**config.mk**
```make
export PLATFORM = sky130hd
export DESIGN_NAME = block_bank_ctrl
export DESIGN_NICKNAME = d
export VERILOG_FILES = /design/src/rtl/cache_pkg.sv /design/src/rtl/rr_arbiter2.sv /design/src/rtl/block_bank_ctrl.sv
export SDC_FILE = /design/constraint.sdc
export NUM_CORES = 1
export LEC_CHECK = 0
export CORE_ASPECT_RATIO = 0.6
export CORE_UTILIZATION = 45
export DETAILED_ROUTE_END_ITERATION = 10
export HOLD_SLACK_MARGIN = 0.02
export PLACE_DENSITY = 0.95
export SLEW_MARGIN = 20
export SYNTH_ARGS = -nofsm -noshare
export SYNTH_HDL_FRONTEND = slang
export SYNTH_SLANG_ARGS = --single-unit
export TNS_END_PERCENT = 1
```
**constraint.sdc**
```tcl
create_clock -name clk -period 3.95 [get_ports clk]
set_input_delay 0.395 -clock clk [delete_from_list [all_inputs] [get_ports clk]]
set_output_delay 0.395 -clock clk [all_outputs]
set_load 0.02 [all_outputs]
```
**src/rtl/cache_pkg.sv**
```systemverilog
// Shared definitions for the cache block-bank controller: data width,
// port count, controller state encoding and a port decode helper.
package cache_pkg;

  localparam int WORD  = 16;
  localparam int NPORT = 2;

  typedef logic [2:0] state_t;

  localparam state_t S_IDLE        = 3'd0;
  localparam state_t S_ASSERT      = 3'd1;
  localparam state_t S_RELEASE     = 3'd2;
  localparam state_t S_DONE        = 3'd3;
  localparam state_t S_CLR_ASSERT  = 3'd4;
  localparam state_t S_CLR_RELEASE = 3'd5;

  // One-hot response vector for a granted port index.
  function automatic logic [NPORT-1:0] port_onehot(input logic p);
    return p ? 2'b10 : 2'b01;
  endfunction

endpackage

```
**src/rtl/rr_arbiter2.sv**
```systemverilog
// Two-input round-robin arbiter. The pointer names the preferred port when
// both request; a lone requester always wins. On an accepted grant the
// pointer moves to the port that was not granted.
module rr_arbiter2
  import cache_pkg::*;
(
  input  logic             clk,
  input  logic             rst,
  input  logic [NPORT-1:0] req,
  input  logic             accept,
  output logic [NPORT-1:0] gnt,
  output logic             gnt_idx
);

  logic ptr;

  // Grant decode: contested requests resolved by the pointer.
  always_comb begin
    gnt = '0;
    if (req[0] && req[1]) gnt = ptr ? 2'b10 : 2'b01;
    else                  gnt = req;
  end

  assign gnt_idx = gnt[1];

  // Pointer update on each accepted grant.
  always_ff @(posedge clk or negedge rst) begin
    if (!rst)                 ptr <= 1'b0;
    else if (accept && |gnt)  ptr <= ~gnt_idx;
  end

endmodule

```
**src/rtl/block_bank_ctrl.sv**
```systemverilog
// Block bank controller: arbitrates two cache ports onto a bank of storage
// blocks with a level enable/ack handshake, runs a 4-phase transaction per
// access, a bank-wide zeroing sweep on request, and aborts on ack timeout.
//
// state         | meaning
// S_IDLE        | start clear sweep if pending, else grant a port
// S_ASSERT      | enable high to addressed block, wait ack high
// S_RELEASE     | enable low, wait ack low
// S_DONE        | one-cycle resp_valid pulse to granted port
// S_CLR_ASSERT  | enable + blk_rst high to sweep block, wait ack high
// S_CLR_RELEASE | enable low, wait ack low, advance sweep index
module block_bank_ctrl
  import cache_pkg::*;
#(
  parameter int NBLK    = 8,
  parameter int AW      = 3,
  parameter int TIMEOUT = 15
) (
  input  logic                 clk,
  input  logic                 rst,
  input  logic [NPORT-1:0]     req,
  input  logic [NPORT-1:0]     req_write,
  input  logic [AW-1:0]        req_addr0,
  input  logic [AW-1:0]        req_addr1,
  input  logic [WORD-1:0]      req_wdata0,
  input  logic [WORD-1:0]      req_wdata1,
  output logic [NPORT-1:0]     resp_valid,
  output logic [WORD-1:0]      resp_rdata,
  output logic                 resp_err,
  input  logic                 clear_req,
  output logic                 clear_busy,
  output logic [NBLK-1:0]      blk_enable,
  output logic                 blk_write,
  output logic                 blk_rst,
  output logic [WORD-1:0]      blk_wdata,
  input  logic [NBLK*WORD-1:0] blk_rdata,
  input  logic [NBLK-1:0]      blk_ack
);

  localparam logic [7:0]    TO_LOAD = 8'(TIMEOUT - 1);
  localparam logic [AW-1:0] LAST    = AW'(NBLK - 1);

  state_t           state;
  logic [AW-1:0]    idx;
  logic [AW-1:0]    idx_nxt;
  logic             port;
  logic             err;
  logic [7:0]       cnt;
  logic             clr_pend;
  logic [NPORT-1:0] ign_mask;

  logic [NPORT-1:0] gnt;
  logic             gnt_idx;
  logic             accept;
  logic [AW-1:0]    g_addr;
  logic [WORD-1:0]  g_wdata;
  logic             g_write;
  logic             addr_bad;
  logic             in_sweep;
  logic             ack_sel;
  logic [WORD-1:0]  rdata_sel;

  // One-hot decode of a block index; out-of-range indices decode to zero.
  function automatic logic [NBLK-1:0] dec(input logic [AW-1:0] a);
    logic [NBLK-1:0] v;
    v = '0;
    for (int i = 0; i < NBLK; i++)
      if (a == AW'(i)) v[i] = 1'b1;
    return v;
  endfunction

  // The port just served is masked for one IDLE cycle so its trailing req
  // level cannot earn a second grant.
  assign accept = (state == S_IDLE) && !clr_pend;

  rr_arbiter2 u_arb (
    .clk     (clk),
    .rst     (rst),
    .req     (req & ~ign_mask),
    .accept  (accept),
    .gnt     (gnt),
    .gnt_idx (gnt_idx)
  );

  assign g_addr   = gnt_idx ? req_addr1  : req_addr0;
  assign g_wdata  = gnt_idx ? req_wdata1 : req_wdata0;
  assign g_write  = gnt_idx ? req_write[1] : req_write[0];
  assign addr_bad = (int'(g_addr) >= NBLK);
  assign in_sweep = (state == S_CLR_ASSERT) || (state == S_CLR_RELEASE);
  assign idx_nxt  = idx + 1'b1;

  // Select ack and read data of the block currently addressed by idx.
  always_comb begin
    ack_sel   = 1'b0;
    rdata_sel = '0;
    for (int i = 0; i < NBLK; i++) begin
      if (idx == AW'(i)) begin
        ack_sel   = blk_ack[i];
        rdata_sel = blk_rdata[i*WORD +: WORD];
      end
    end
  end

  // Controller FSM with registered outputs, timeout down-counter and clear tracking.
  always_ff @(posedge clk or negedge rst) begin
    if (!rst) begin
      state      <= S_IDLE;
      idx        <= '0;
      port       <= 1'b0;
      err        <= 1'b0;
      cnt        <= '0;
      clr_pend   <= 1'b0;
      ign_mask   <= '0;
      resp_valid <= '0;
      resp_rdata <= '0;
      resp_err   <= 1'b0;
      clear_busy <= 1'b0;
      blk_enable <= '0;
      blk_write  <= 1'b0;
      blk_rst    <= 1'b0;
      blk_wdata  <= '0;
    end else begin
      resp_valid <= '0;
      ign_mask   <= '0;
      case (state)
        S_IDLE: begin
          if (clr_pend) begin
            idx        <= '0;
            blk_enable <= dec('0);
            blk_rst    <= 1'b1;
            cnt        <= TO_LOAD;
            state      <= S_CLR_ASSERT;
          end else if (|gnt) begin
            port      <= gnt_idx;
            idx       <= g_addr;
            blk_wdata <= g_wdata;
            if (addr_bad) begin
              err        <= 1'b1;
              resp_valid <= gnt;
              resp_err   <= 1'b1;
              state      <= S_DONE;
            end else begin
              err        <= 1'b0;
              blk_enable <= dec(g_addr);
              blk_write  <= g_write;
              cnt        <= TO_LOAD;
              state      <= S_ASSERT;
            end
          end
        end
        S_ASSERT: begin
          if (ack_sel || cnt == '0) begin
            if (ack_sel) resp_rdata <= rdata_sel;
            else         err        <= 1'b1;
            blk_enable <= '0;
            blk_write  <= 1'b0;
            cnt        <= TO_LOAD;
            state      <= S_RELEASE;
          end else begin
            cnt <= cnt - 1'b1;
          end
        end
        S_RELEASE: begin
          if (!ack_sel || cnt == '0) begin
            resp_valid <= port_onehot(port);
            resp_err   <= err | ack_sel;
            state      <= S_DONE;
          end else begin
            cnt <= cnt - 1'b1;
          end
        end
        S_DONE: begin
          ign_mask <= port_onehot(port);
          resp_err <= 1'b0;
          state    <= S_IDLE;
        end
        S_CLR_ASSERT: begin
          if (ack_sel || cnt == '0) begin
            blk_enable <= '0;
            blk_rst    <= 1'b0;
            cnt        <= TO_LOAD;
            state      <= S_CLR_RELEASE;
          end else begin
            cnt <= cnt - 1'b1;
          end
        end
        S_CLR_RELEASE: begin
          if (!ack_sel || cnt == '0) begin
            if (idx == LAST) begin
              clr_pend   <= 1'b0;
              clear_busy <= 1'b0;
              state      <= S_IDLE;
            end else begin
              idx        <= idx_nxt;
              blk_enable <= dec(idx_nxt);
              blk_rst    <= 1'b1;
              cnt        <= TO_LOAD;
              state      <= S_CLR_ASSERT;
            end
          end else begin
            cnt <= cnt - 1'b1;
          end
        end
        default: state <= S_IDLE;
      endcase
      // A clear request during a sweep is absorbed by the sweep in progress.
      if (clear_req && !in_sweep) begin
        clr_pend   <= 1'b1;
        clear_busy <= 1'b1;
      end
    end
  end

endmodule

```
Word-level counts from Yosys, hierarchy flattened
Cells that the tools add are included.
Widths: inputs -> output; s select.
- $add $sub $neg: 2
- equality and inequality tests: 39
- muxes and demuxes: 86
- bitwise operators: 5
- reduce and logical (&&, ||, !) cells: 37
- operator list (cell ; count):
    $mux 16 ; 9
    $mux 8 ; 11
    $eq 3x3->1 const B ; 14
    $mux 1 ; 40
    $mux 3 ; 12
    $pmux 8 s4 ; 1
    $eq 3x2->1 const B ; 8
    $pmux 8 s3 ; 1
    $reduce_and 5->1 ; 4
    $pmux 3 s5 ; 1
    $ne 2x2->1 const B ; 7
    $eq 3x1->1 const B ; 4
    $logic_not 3->1 ; 4
    $mux 2 ; 6
    $reduce_and 4->1 ; 3
    $reduce_bool 2->1 ; 6
    $reduce_and 3->1 ; 3
    $logic_not 8->1 ; 1
    $ne 2x1->1 const B ; 4
    $sub 8x1->8 const B ; 1
    $pmux 1 s2 ; 3
    $pmux 3 s2 ; 1
    $reduce_bool 3->1 ; 2
    $logic_and 1x1->1 ; 4
    13 further kinds ; 19
- flip-flop bits (word level): 65
- input port bits: 181
- logic and storage cells: 184

Longest topological paths before layout
Gate-level depths: netlist of run 1.
- word-level depth: 14
- gate-level depth with buffers: 11
- mapped depth without buffers: 9

Hierarchy
From an unflattened synthesis of run 1, not the netlist that was laid out.
- cell total of the unflattened synthesis: 562
- area total of the unflattened synthesis: 4669.5 sq um
- by module, submodules not included (module ; instances ; cells an instance ; area each (sq um)):
    block_bank_ctrl ; 1 ; 555 ; 4606.9
    rr_arbiter2 ; 1 ; 7 ; 62.6

Worst setup path before layout of run 1
OpenSTA, ideal clock, no wires.
- kind: reg-to-reg
- start point: register idx[0]
- end point: register blk_enable[0]
- setup time: 0.125 ns
- arrival time: 2.502 ns
- data required time: 3.825 ns
- setup slack: 1.323 ns
- cell stages (with the launch flop): 10
- buffers on the path: 0
- period minus slack after synthesis: 2.627 ns
- cell sequence: dfrtp_1 -> ha_1 -> ha_1 -> or3b_1 -> o2111a_1 -> a32o_1 -> mux2i_1 -> o21ai_2 -> nor2_4 -> mux2_2
- word-level cells in the longest chain between the ends: 13
- elaborated cells on any way between the ends: 29
- classes of those cells: add/sub: 1; eq/ne: 10; mux: 12; reduce/logical: 6
- RTL lines (item ; RTL line ; text):
    start, declared ; block_bank_ctrl.sv:44 ; logic [AW-1:0] idx;
    start signal, assigned ; block_bank_ctrl.sv:135 ; idx <= g_addr;
    start signal, assigned ; block_bank_ctrl.sv:194 ; idx <= idx_nxt;
    $logic_not 3->1 ; block_bank_ctrl.sv:97 ; if (idx == AW'(i)) begin
    $mux 1 (8 in series) ; block_bank_ctrl.sv:97 ;
    $logic_not 1->1 ; block_bank_ctrl.sv:188 ; if (!ack_sel || cnt == '0) begin
    $logic_or 1x1->1 ; block_bank_ctrl.sv:188 ;
    $ne 2x1->1 (no source line) ; n/a ;
    $reduce_and 5->1 (no source line) ; n/a ;
    end signal, assigned ; block_bank_ctrl.sv:129 ; blk_enable <= dec('0);
    end signal, assigned ; block_bank_ctrl.sv:144 ; blk_enable <= dec(g_addr);
    end signal, assigned ; block_bank_ctrl.sv:195 ; blk_enable <= dec(idx_nxt);
    end, declared ; block_bank_ctrl.sv:32 ; output logic [NBLK-1:0] blk_enable,
Several ways; a longest one is shown, not always the timed one. The select of a mux whose other input is x is not followed.
A chain may end at the register's enable or synchronous reset.

Worst setup path in the final report of run 1
- start point: register idx[2]
- end point: register cnt[6]
- word-level cells in the longest chain between the ends: 13
- elaborated cells on any way between the ends: 25
- classes of those cells: eq/ne: 9; mux: 11; reduce/logical: 5
- RTL lines (item ; RTL line ; text):
    $logic_not 3->1 ; block_bank_ctrl.sv:97 ;
    $mux 1 (8 in series) ; block_bank_ctrl.sv:97 ;
    $logic_not 1->1 ; block_bank_ctrl.sv:164, block_bank_ctrl.sv:188 ;
    $logic_or 1x1->1 ; block_bank_ctrl.sv:164, block_bank_ctrl.sv:188 ;
    $ne 3x3->1 (no source line) (tied with other cells) ; n/a ;
    $reduce_and 4->1 (no source line) / $pmux 8 s4 (equally long branches) ; n/a ;
    end signal, assigned ; block_bank_ctrl.sv:160 ; cnt <= cnt - 1'b1;
    end signal, assigned ; block_bank_ctrl.sv:169 ; cnt <= cnt - 1'b1;
    end signal, assigned ; block_bank_ctrl.sv:184 ; cnt <= cnt - 1'b1;
    end, declared ; block_bank_ctrl.sv:48 ; logic [7:0] cnt;
Several ways; a longest one is shown, not always the timed one.

==> metrics.yaml, run 1 <==
final_layout:
  multi_input_area_mm2: 0.00283
  areaGrowthSynthToFinish_pct: 57.3
  stdcell_count: 917
  seq_area_mm2: 0.00163
  drive_above_1_share: 0.0601
  num-fill-cells: 699
  final_nets: 969
  n_antenna_cell: 0
detailed_routing:
  first_iter_violations: 472
  vias: 5508
  antenna_left: 0
  drc: 0
  vias_per_cell: 6.01
  wl_per_cell_um: 20.2
  drt-pass1-iter-count: 6
  routed_wirelength_um: 18500
sta:
  fmax_ghz: 0.307
  clock-skew-final_ns: 0.00899
  report.final.slew_viol_count: 0
  rsz0062_at_grt: "no"
  setup_ws_ns: 0.688
  finalSetupViolCount: 0
  final_hold_viol_count: 0
  min_period_over_period: 0.826
  slew_headroom: 0.320
  min_period_ns: 3.26
  fin_tns_setup_ns: 0
  worstMarginPinSlew_ns: 1.02
  hold-worst-slack_ns: 0.113
cts:
  numCtsBuffers: 9
  postCtsHoldBufs: 0
  clockBufferDepth: 2
  clk_pin_slew_ns: 0.06
  cts-resized-gates: 0
  cts_root_buffer: "clkbuf_16"
  cts_setup_buffers: 0
  clock_sinks: 65
  htreeDepth: 3
  clk_latency_ns: 0.34
  cts_tree: "built"
floorplan:
  die_h_um: 80.8
  die-area_mm2: 0.0108
  num_io_pins: 227
  fp-row-count: 28
  core-area_mm2: 0.00995
  die_x_um: 133
  initial_core_util: 0.468
grt:
  grt-ovfl-total: 0
  track_usage: 0.345
  grt_pass1_vias: 5225
  grt_antenna_before_repair: 0
  grt_max_degree: 37
  grt_first_pass_wirelength_um: 28100
synthesis:
  yosys_most_used_dff: "dfrtp_1"
  synthCells: 570
  ys_types: 53
  syn_nets: 761
  synth-edff-count: 0
  ys_seq_elements: 65
  synth-seq-area-share: 0.349
  yosysWarnings: 0
  syn_area_mm2: 0.00465
  syn_avg_cell_area_um2: 8.17
  ys_async_sr_fraction: 1.00
power_and_ir_drop:
  p_int_w: 0.00296
  p_comb_frac: 0.631
  clockPowerShare: 0.152
  power.total_w: 0.00556
  swShare: 0.468
  seq_power_share: 0.217
  peakVddDrop_mv: 0.413
  p_sw_w: 0.00260
  power.leakage_nw: 2.87
  powerDensity_mw_per_mm2: 760
worst_setup_path:
  crit_required_ns: 4.17
  crit_arrival_ns: 3.48
  end_kind: "register"
  critPathKind: "reg2reg"
  r2r_start: "idx[2]$_DFFE_PN0P_"
  cp-start-kind: "register"
  path_max_fanout: 21
  r2r_slack_ns: 0.69
  crit_chain: "inv_1, ha_1, or3b_1, o2111a_1, a32oi_4, o41ai_4, nand4b_1, a31oi_1, o31ai_1"
  cp_slowest_stage_delay_ns: 0.63
  r2r_cells: 9
  crit_slowest_cell: "ha_1"
  reg2reg_to: "cnt[6]$_DFFE_PN0P_"
place:
  port_buffers: 226
  dpl.cell_count: 902
  gp_congestion: 0.975
  post-place-ws_ns: 0.749
  dp_hpwl_um: 14500
worst_hold_path:
  min_path_type: "in2async"
run:
  max_cap_viol_count: 0
outcome:
  status: "finished, final reports clean"
==> registers in the layout (all words and copies together) (netlist names) <==
| signal | cells |
|---|---|
| blk_enable | 8 |
| blk_wdata | 16 |
| blk_rst | 1 |
| state | 3 |
| port | 1 |
| clr_pend | 1 |
| ign_mask | 2 |
| u_arb.ptr | 1 |
| cnt | 8 |
| err | 1 |
| idx | 3 |
| resp_valid | 2 |
| blk_write | 1 |
| resp_rdata | 16 |
| resp_err | 1 |
==> synth_stat cells (all sizes together) (2+ instances only) <==
master | instances | area share
a211oi | 18 | 0.029
a21o | 3 | 0.0048
a21oi | 15 | 0.016
a22o | 2 | 0.0038
a22oi | 2 | 0.0032
a31oi | 21 | 0.028
a32o | 5 | 0.011
and2 | 4 | 0.0054
and3 | 3 | 0.0040
buf | 13 | 0.013
clkbuf | 27 | 0.022
dfrtp | 65 | 0.35
ha | 10 | 0.027
inv | 13 | 0.010
mux2 | 11 | 0.027
mux2i | 22 | 0.047
nand2 | 104 | 0.084
nand2b | 18 | 0.024
nand3 | 11 | 0.013
nor2 | 25 | 0.022
nor2b | 4 | 0.0054
nor3 | 11 | 0.014
nor3b | 2 | 0.0032
nor4 | 3 | 0.0040
o211ai | 35 | 0.056
o21a | 18 | 0.029
o21ai | 79 | 0.086
o22a | 2 | 0.0038
o22ai | 2 | 0.0027
o31ai | 4 | 0.0065
o32ai | 2 | 0.0078
xor2 | 2 | 0.0038
==> power by group through the flow <==
stage	clock (W)	sequential, W	combinational, W
after floorplan	0	0.00137	0.00200
after global placement	0	0.00119	0.00331
after detailed placement	0	0.00121	0.00344
after CTS	0.000854	0.00120	0.00345
after global routing	0.000883	0.00123	0.00378
final	0.000846	0.00121	0.00351
==> logic make-up after synthesis <==
logic type,synth area share
compound gates,0.310
simple gates,0.189
flops,0.349
buf+inv,0.0454
mux,0.0739
fa+ha+maj,0.0269
xor+xnor,0.00565
==> routing by layer <==
layer	global-route usage	wire, µm	vias up
met5	0	0	-
met4	0.0898	305	0
met3	0.0974	2000	40
met2	0.558	8530	349
met1	0.458	7680	2619
li1	-	-	2500
==> cell usage in the layout (no fill, tap or decap), drive strengths merged, types with 3 or more instances in the layout <==
master and count:
o21a 18, dfrtp 65, nand2b 18, nor3 11
nand3 11, mux2i 22, buf 12, nand2 104
clkdlybuf4s50 225, a21o 3, o21ai 79, and2 4
a31oi 21, nor2 25, a211oi 18, ha 10
nor4 3, a32o 5, nor2b 4, clkbuf 10
and3 3, mux2 11, inv 13, a21oi 15
o31ai 4, o211ai 35
==> layout make-up <==
type                       count  share of cell area
timing repair buffer         237               0.320
clock buffer                  10              0.0313
inverter                      13             0.00666
multi-input combinational    452               0.386
clock inverter                 5              0.0111
sequential                    65               0.222
tap                          135              0.0231
==> worst max path at each step <==
stage	from	end	slack [ns]	depth (start not counted)
2_1_floorplan	idx[0]$_DFFE_PN0P_	blk_enable[0]$_DFFE_PN0P_	1.32	9
3_3_place_gp	idx[0]$_DFFE_PN0P_	blk_enable[1]$_DFFE_PN0P_	0.91	9
3_5_place_dp	idx[2]$_DFFE_PN0P_	blk_enable[2]$_DFFE_PN0P_	0.75	9
4_1_cts	idx[2]$_DFFE_PN0P_	blk_enable[2]$_DFFE_PN0P_	0.73	9
5_1_grt	idx[2]$_DFFE_PN0P_	cnt[2]$_DFFE_PN0P_	0.43	9
6_report	idx[2]$_DFFE_PN0P_	cnt[6]$_DFFE_PN0P_	0.69	9
==> through the flow <==
stage | instance area [µm²] | util
floorplan | 4650 | -
global placement | 7010 | 0.705
detailed placement | 7010 | 0.705
CTS | 7320 | 0.736
global route | 7320 | 0.736
finish | 7320 | 0.736
==> critical path: cells and delay by family, from the launching register on <==
| family | cells | cell delay [ns] |
|---|---|---|
| AOI/OAI and AO/OA | 5 | 1.40 |
| adders and majority gates | 1 | 0.63 |
| DFF | 1 | 0.48 |
| buffers and inverters | 1 | 0.20 |
| and+or+nand+nor | 2 | 0.43 |
(Power assumes the default switching activity.)
==> run 2: changes to the inputs <==
--- a/config.mk
+++ b/config.mk
@@ -6,10 +6,10 @@
 export NUM_CORES = 1
 export LEC_CHECK = 0
 export CORE_ASPECT_RATIO = 0.6
-export CORE_UTILIZATION = 45
+export CORE_UTILIZATION = 38
 export DETAILED_ROUTE_END_ITERATION = 10
 export HOLD_SLACK_MARGIN = 0.02
-export PLACE_DENSITY = 0.95
+export PLACE_DENSITY = 0.91
 export SLEW_MARGIN = 20
 export SYNTH_ARGS = -nofsm -noshare
 export SYNTH_HDL_FRONTEND = slang
==> constraint.sdc (replaced) <==
create_clock -name clk -period 2.7 [get_ports clk]
set_input_delay 0.27 -clock clk [delete_from_list [all_inputs] [get_ports clk]]
set_output_delay 0.27 -clock clk [all_outputs]
set_load 0.02 [all_outputs]
==> run 2 against run 1 <==
- the flow now finishes with violations (setup timing)
- largest cell class unchanged
- sequential share of layout area down 0.81 points
- flip-flop and latch count is the same
- register-to-register slack worse by 0.70 ns
- clock power up 42%
- worst setup slack lost 0.70 ns
- critical path depth is 1 higher
- utilization is 8.1 points lower
- power rose by 53%
- combinational power grew 60%
- via count down 3.3%
- worst hold slack improved by 0.37 ns
- non-clock buffer count increased by 24
==> metrics.yaml, run 2 (synthesis results as in run 1) <==
floorplan:
  die_h_um: 87.7  # +8.6%
  initial_core_util: 0.401  # -0.0665
  die-area_mm2: 0.0127  # +18%
  fp-row-count: 30  # +7.1%
  die_x_um: 145  # +8.7%
  core-area_mm2: 0.0116  # +17%
  num_io_pins: 227  # unchanged
detailed_routing:
  drt-pass1-iter-count: 6  # unchanged
  drc: 0  # unchanged
  antenna_left: 0  # unchanged
  first_iter_violations: 441  # -6.6%
  routed_wirelength_um: 17800  # -3.8%
  vias_per_cell: 5.51  # -8.3%
  vias: 5324  # -3.3%
  wl_per_cell_um: 18.4  # -8.8%
power_and_ir_drop:
  clockPowerShare: 0.141  # -0.011
  p_sw_w: 0.00394  # +51%
  seq_power_share: 0.198  # -0.019
  power.leakage_nw: 3.02  # +5.1%
  powerDensity_mw_per_mm2: 1120  # +48%
  p_int_w: 0.00458  # +55%
  peakVddDrop_mv: 0.665  # +61%
  swShare: 0.462  # -0.00596
  p_comb_frac: 0.661  # +0.030
sta:
  fin_tns_setup_ns: -0.0246  # -0.0246 ns
  setup_ws_ns: -0.00788  # -0.696 ns
  slew_headroom: 0.480  # +0.160
  fmax_ghz: 0.369  # +20%
  final_hold_viol_count: 0  # unchanged
  min_period_over_period: 1.00  # +0.177
  hold-worst-slack_ns: 0.480  # +0.368 ns
  min_period_ns: 2.71  # -0.554 ns
  clock-skew-final_ns: 0.0127  # +0.00366 ns
  report.final.slew_viol_count: 0  # unchanged
  worstMarginPinSlew_ns: 0.774  # -0.244 ns
  rsz0062_at_grt: "yes"
  finalSetupViolCount: 4  # +4
outcome:
  violations: "setup timing"
  status: "complete, but fails checks"
cts:
  clockBufferDepth: 2  # unchanged
  clk_pin_slew_ns: 0.06  # about the same
  clock_sinks: 65  # unchanged
  htreeDepth: 3  # unchanged
  cts_tree: "built"
  clk_latency_ns: 0.34  # about the same
  cts_root_buffer: "clkbuf_16"
  numCtsBuffers: 9  # unchanged
worst_hold_path:
  hp-start: "blk_wdata[2]$_DFFE_PN0P_"
  min_path_type: "reg2reg"
worst_setup_path:
  path_buf_inv: 1  # unchanged
  cp_slowest_stage_delay_ns: 0.41  # -0.22 ns
  end_kind: "register"
  crit_chain: "ha_2, ha_1, or3b_1, o2111a_2, a32o_2, mux2i_2, o21ai_2, nor2_4, buf_12, mux2_2"
  r2r_start: "idx[1]$_DFFE_PN0P_"
  critPathTopFamily: "compound AO/OA/AOI/OAI gates"
  cp-start-kind: "register"
  critPathKind: "reg2reg"
  critPathLaunch: "idx[1]$_DFFE_PN0P_"
  crit_required_ns: 2.93  # -1.24 ns
  crit_arrival_ns: 2.94  # -0.54 ns
  crit_slowest_cell: "dfrtp_1"
  path_max_fanout: 8  # -62%
final_layout:
  final_nets: 993  # +2.5%
  areaGrowthSynthToFinish_pct: 63.3
  final_common_cell: "clkdlybuf4s50_1"
  final_cell_mix: "225 x clkdlybuf4s50_1, 103 x nand2_1, 75 x o21ai_0, 65 x dfrtp_1, 35 x o211ai_1"
  top_regs: "blk_wdata (16), resp_rdata (16)"
  num-fill-cells: 927  # +33%
  multi_input_area_mm2: 0.00289  # +2.0%
  drive_above_1_share: 0.103  # +0.0427
  n_antenna_cell: 0  # unchanged
  seq_area_mm2: 0.00163  # unchanged
grt:
  grt_max_degree: 37  # unchanged
  grt_antenna_before_repair: 0  # unchanged
  grt_first_pass_wirelength_um: 26200  # -6.6%
  grt-ovfl-total: 0  # unchanged
  grt_pass1_vias: 4969  # -4.9%
  track_usage: 0.274  # -0.0707
place:
  port_buffers: 226  # unchanged
  dp_hpwl_um: 13500  # -7.4%
  gp_congestion: 0.926  # -5.0%
run:
  max_cap_viol_count: 0  # unchanged
==> run 2: changes by cell type in the layout (fill, tap and decap cells not counted), moves of 2 or more <==
cell     delta
ha_2        +2
buf_4      +21
mux2_4      +5
o21ai_2     +2
ha_1        -2
mux2_2      -5
inv_6       +3
==> run 2: worst paths after layout <==
| path | slack, ns | endpoint | cells after the start |
|---|---|---|---|
| max | -0.008 | blk_enable[4]$_DFFE_PN0P_ | 10 |
| max reg2reg | -0.008 | blk_enable[4]$_DFFE_PN0P_ | 10 |
| max in group asynchronous | 1.40 | resp_rdata[12]$_DFFE_PN0P_ | 3 |
| min reg2reg | 0.48 | blk_wdata[2]$_DFFE_PN0P_ | 2 |
| min in group asynchronous | 0.52 | cnt[4]$_DFFE_PN0P_ | 2 |
| min | 0.48 | blk_wdata[2]$_DFFE_PN0P_ | 2 |
==> run 2: cell type report <==
class	count	share of cell area
Multi-Input combinational cell	452	0.380
Inverter	13	0.00642
Clock buffer	9	0.0296
Tap cell	160	0.0263
Clock inverter	7	0.00988
Sequential cell	65	0.214
Timing Repair Buffer	261	0.334
==> run 2: routing by layer <==
layer	global-route usage	vias up	routed length [µm]
li1	-	2547	-
met1	0.372	2456	7830
met2	0.432	279	7890
met3	0.0716	42	1680
met4	0.0804	0	404
met5	0	-	0
==> run 2: power groups by stage <==
stage / Clock (W) / Combinational (W) / Sequential [W]
6_report: 0.00120 / 0.00563 / 0.00169
3_3_place_gp: 0 / 0.00512 / 0.00167
3_5_place_dp: 0 / 0.00523 / 0.00169
2_1_floorplan: 0 / 0.00292 / 0.00200
5_1_grt: 0.00127 / 0.00606 / 0.00174
4_1_cts: 0.00121 / 0.00529 / 0.00168
==> run 2: repair_timing <==
item	in CTS	in global routing
pin swaps	2	4
hold buffers	1	0
setup endpoints to repair	13	36
resized for setup	4	14
hold endpoints to repair	29	0
buffers inserted	1	4
==> run 2: worst reg2reg max path, stage by stage, from the launching register on <==
cell,delay [ns]
dfrtp_1,0.41
ha_2,0.22
ha_1,0.20
or3b_1,0.37
o2111a_2,0.20
a32o_2,0.30
mux2i_2,0.20
o21ai_2,0.10
nor2_4,0.14
buf_12,0.14
mux2_2,0.33
==> run 2: stage by stage <==
stage                     total power (W)  cell area (µm²)  instances  utilization  worst slack (ns)
after global routing              0.00906             7600        967        0.655            -0.115
after global placement            0.00679             7180        945        0.619            0.0251
final                             0.00852             7600        967        0.655          -0.00788
after CTS                         0.00818             7500        963        0.647          -0.00708
after detailed placement          0.00692             7180        945        0.619           -0.0643
after floorplan                   0.00492             4650        570            -            0.0730
==> run 3: changes to the inputs <==
--- a/config.mk
+++ b/config.mk
@@ -6,6 +6,7 @@
 export NUM_CORES = 1
 export LEC_CHECK = 0
 export CORE_ASPECT_RATIO = 0.6
+export CORE_MARGIN = 4
 export CORE_UTILIZATION = 38
 export DETAILED_ROUTE_END_ITERATION = 10
 export HOLD_SLACK_MARGIN = 0.02
==> run 3 against run 2 <==
- power rose by 1.4%
- cell area rose by 0.56%
- critical endpoint unchanged
- highest routed layer unchanged
- clock skew fell by 0.0049 ns
- register-to-register slack barely moved
- sequential power barely moved
- cell count fell by 0.21%
- clock power rose by 7%
- sequential share of layout area fell by 0.10 points
- the flow now finishes without violations
- critical path type unchanged
- routed wire length rose by 3.5%
- critical path depth rose by 1
==> metrics.yaml, run 3 (synthesis results as in run 1) <==
worst_setup_path:
  critPathKind: "reg2reg"
  path_max_fanout: 8  # unchanged
  r2r_cells: 11  # +1
  critPathLaunch: "idx[1]$_DFFE_PN0P_"
  cp-start-kind: "register"
  crit_chain: "buf_4, ha_2, buf_4, a211oi_2, o21ai_2, a32o_2, mux2i_1, o21ai_2, nor2_4, buf_12, mux2_2"
  r2r_start: "idx[1]$_DFFE_PN0P_"
  end_kind: "register"
  cp_slowest_stage_delay_ns: 0.43  # +0.02 ns
  crit_required_ns: 2.92  # about the same
  crit_arrival_ns: 2.91  # -0.03 ns
  crit_slowest_cell: "dfrtp_1"
power_and_ir_drop:
  powerDensity_mw_per_mm2: 1130  # +0.83%
  seq_power_share: 0.197  # about the same
  peakVddDrop_mv: 0.722  # +8.5%
  p_comb_frac: 0.655  # -0.006
  clockPowerShare: 0.148  # +0.007
  swShare: 0.455  # -0.00677
  power.leakage_nw: 3.01  # -0.13%
  power.total_w: 0.00864  # +1.4%
  p_sw_w: 0.00394  # about the same
  p_int_w: 0.00471  # +2.7%
final_layout:
  seq_area_mm2: 0.00163  # about the same
  final_common_cell: "clkdlybuf4s50_1"
  design_area_mm2: 0.00764  # +0.56%
  multi_input_area_mm2: 0.00289  # about the same
  drive_above_1_share: 0.101  # -0.00223
  final_cell_mix: "225 x clkdlybuf4s50_1, 104 x nand2_1, 73 x o21ai_0, 64 x dfrtp_1, 35 x o211ai_1"
  num-fill-cells: 898  # -3.1%
  areaGrowthSynthToFinish_pct: 64.2
  utilization: 0.657  # +0.00154
  stdcell_count: 965  # -0.21%
  top_regs: "blk_wdata (16), resp_rdata (16)"
  final_nets: 991  # -0.20%
  n_antenna_cell: 0  # unchanged
cts:
  clk_pin_slew_ns: 0.06  # about the same
  htreeDepth: 3  # unchanged
  numCtsBuffers: 9  # unchanged
  cts_root_buffer: "clkbuf_16"
  clk_latency_ns: 0.33  # about the same
  clockBufferDepth: 2  # unchanged
  cts_tree: "built"
  clock_sinks: 65  # unchanged
grt:
  grt_pass1_vias: 5194  # +4.5%
  grt_antenna_before_repair: 0  # unchanged
  grt_max_degree: 41  # +11%
  grt_first_pass_wirelength_um: 27800  # +6.2%
  track_usage: 0.253  # -0.0218
  grt-ovfl-total: 0  # unchanged
floorplan:
  core-area_mm2: 0.0116  # +0.32%
  initial_core_util: 0.400  # -0.00129
  die_x_um: 151  # +4.1%
  fp-row-count: 30  # unchanged
  die-area_mm2: 0.0141  # +11%
  die_h_um: 93.7  # +6.8%
  num_io_pins: 227  # unchanged
sta:
  slew_headroom: 0.486  # +0.00598
  fin_tns_setup_ns: 0  # +0.0246 ns
  report.final.slew_viol_count: 0  # unchanged
  fmax_ghz: 0.371  # +0.53%
  min_period_over_period: 0.998  # -0.00525
  final_hold_viol_count: 0  # unchanged
  finalSetupViolCount: 0  # -4
  min_period_ns: 2.69  # -0.0142 ns
  worstMarginPinSlew_ns: 0.765  # -0.00889 ns
  clock-skew-final_ns: 0.00772  # -0.00493 ns
detailed_routing:
  wl_per_cell_um: 19.1  # +3.7%
  drc: 0  # unchanged
  vias: 5352  # +0.53%
  vias_per_cell: 5.55  # +0.73%
  first_iter_violations: 441  # unchanged
  antenna_left: 0  # unchanged
  routed_wirelength_um: 18400  # +3.5%
  drt-pass1-iter-count: 6  # unchanged
worst_hold_path:
  whs_path_depth: 2  # unchanged
  hp-start: "blk_wdata[5]$_DFFE_PN0P_"
  min_path_type: "reg2reg"
place:
  port_buffers: 226  # unchanged
  dp_hpwl_um: 14300  # +6.4%
  dpl.cell_count: 945  # unchanged
  placed_area_mm2: 0.00720  # +0.35%
  gp_congestion: 0.933  # +0.75%
run:
  max_cap_viol_count: 0  # unchanged
outcome:
  status: "finished, final reports clean"
-- run 3: cell count changes in the layout (fill, tap and decap cells not counted), sizes merged --
cell      change
buf           -2
clkinv        -1
bufinv        +1
clkbuf        +1
inv           -2
clkinvlp      +1
-- run 3: cell type report --
| cell class | instances | area share |
|---|---|---|
| clock buffers | 10 | 0.0313 |
| clock inverters | 6 | 0.0118 |
| inverters | 13 | 0.00639 |
| multi-input cells | 452 | 0.378 |
| flip-flops and latches | 65 | 0.213 |
| well taps | 160 | 0.0262 |
| repair buffers | 259 | 0.333 |
-- run 3: per-layer routing --
layer  GRT usage  up-vias  part of all wire
met5           0        -                 0
met4      0.0566        0             0.018
met3      0.0511       27             0.097
met2       0.394      281              0.45
met1       0.362     2502              0.44
li1            -     2542                 -
-- run 3: through the flow --
| step | hold WS [ns] | setup slack, ns |
|---|---|---|
| floorplan | -0.0256 | 0.0730 |
| global route | 0.503 | -0.0790 |
| finish | 0.480 | 0.00629 |
| global placement | 0.320 | 0.0223 |
| CTS | 0.483 | 0.0138 |
| detailed placement | 0.324 | -0.0781 |
-- run 3: power by group through the flow --
stage | Sequential, W | Clock (W) | Combinational, W
2_1_floorplan | 0.00200 | 0 | 0.00292
3_3_place_gp | 0.00168 | 0 | 0.00514
3_5_place_dp | 0.00170 | 0 | 0.00528
4_1_cts | 0.00169 | 0.00130 | 0.00532
5_1_grt | 0.00176 | 0.00135 | 0.00608
6_report | 0.00170 | 0.00128 | 0.00566
-- run 3: path summary, 6_finish.rpt --
path / end / slack [ns]
worst max-delay path: blk_enable[4]$_DFFE_PN0P_ / 0.006
worst min-delay path: blk_wdata[5]$_DFFE_PN0P_ / 0.48
worst max register to register: blk_enable[4]$_DFFE_PN0P_ / 0.006
worst min register to register: blk_wdata[5]$_DFFE_PN0P_ / 0.48
max in group asynchronous: blk_wdata[15]$_DFFE_PN0P_ / 1.56
min in group asynchronous: cnt[6]$_DFFE_PN0P_ / 0.49
-- run 3: what timing repair did --
action                                  4_1_cts  5_1_grt
hold endpoints to repair                     25        0
setup buffers                                 0        3
endpoints found under the setup margin        9       33
gates cloned                                  0        0
resized for setup                             3       18
hold buffers                                  1        0
pin swaps                                     1        7
-- run 3: critical path: cells and delay by family, from the launching register on --
kind            cells  cell delay [ns]
buf+inv             3             0.46
simple gates        1             0.14
compound gates      4             0.81
mux                 2             0.54
flops               1             0.43
fa+ha+maj           1             0.18
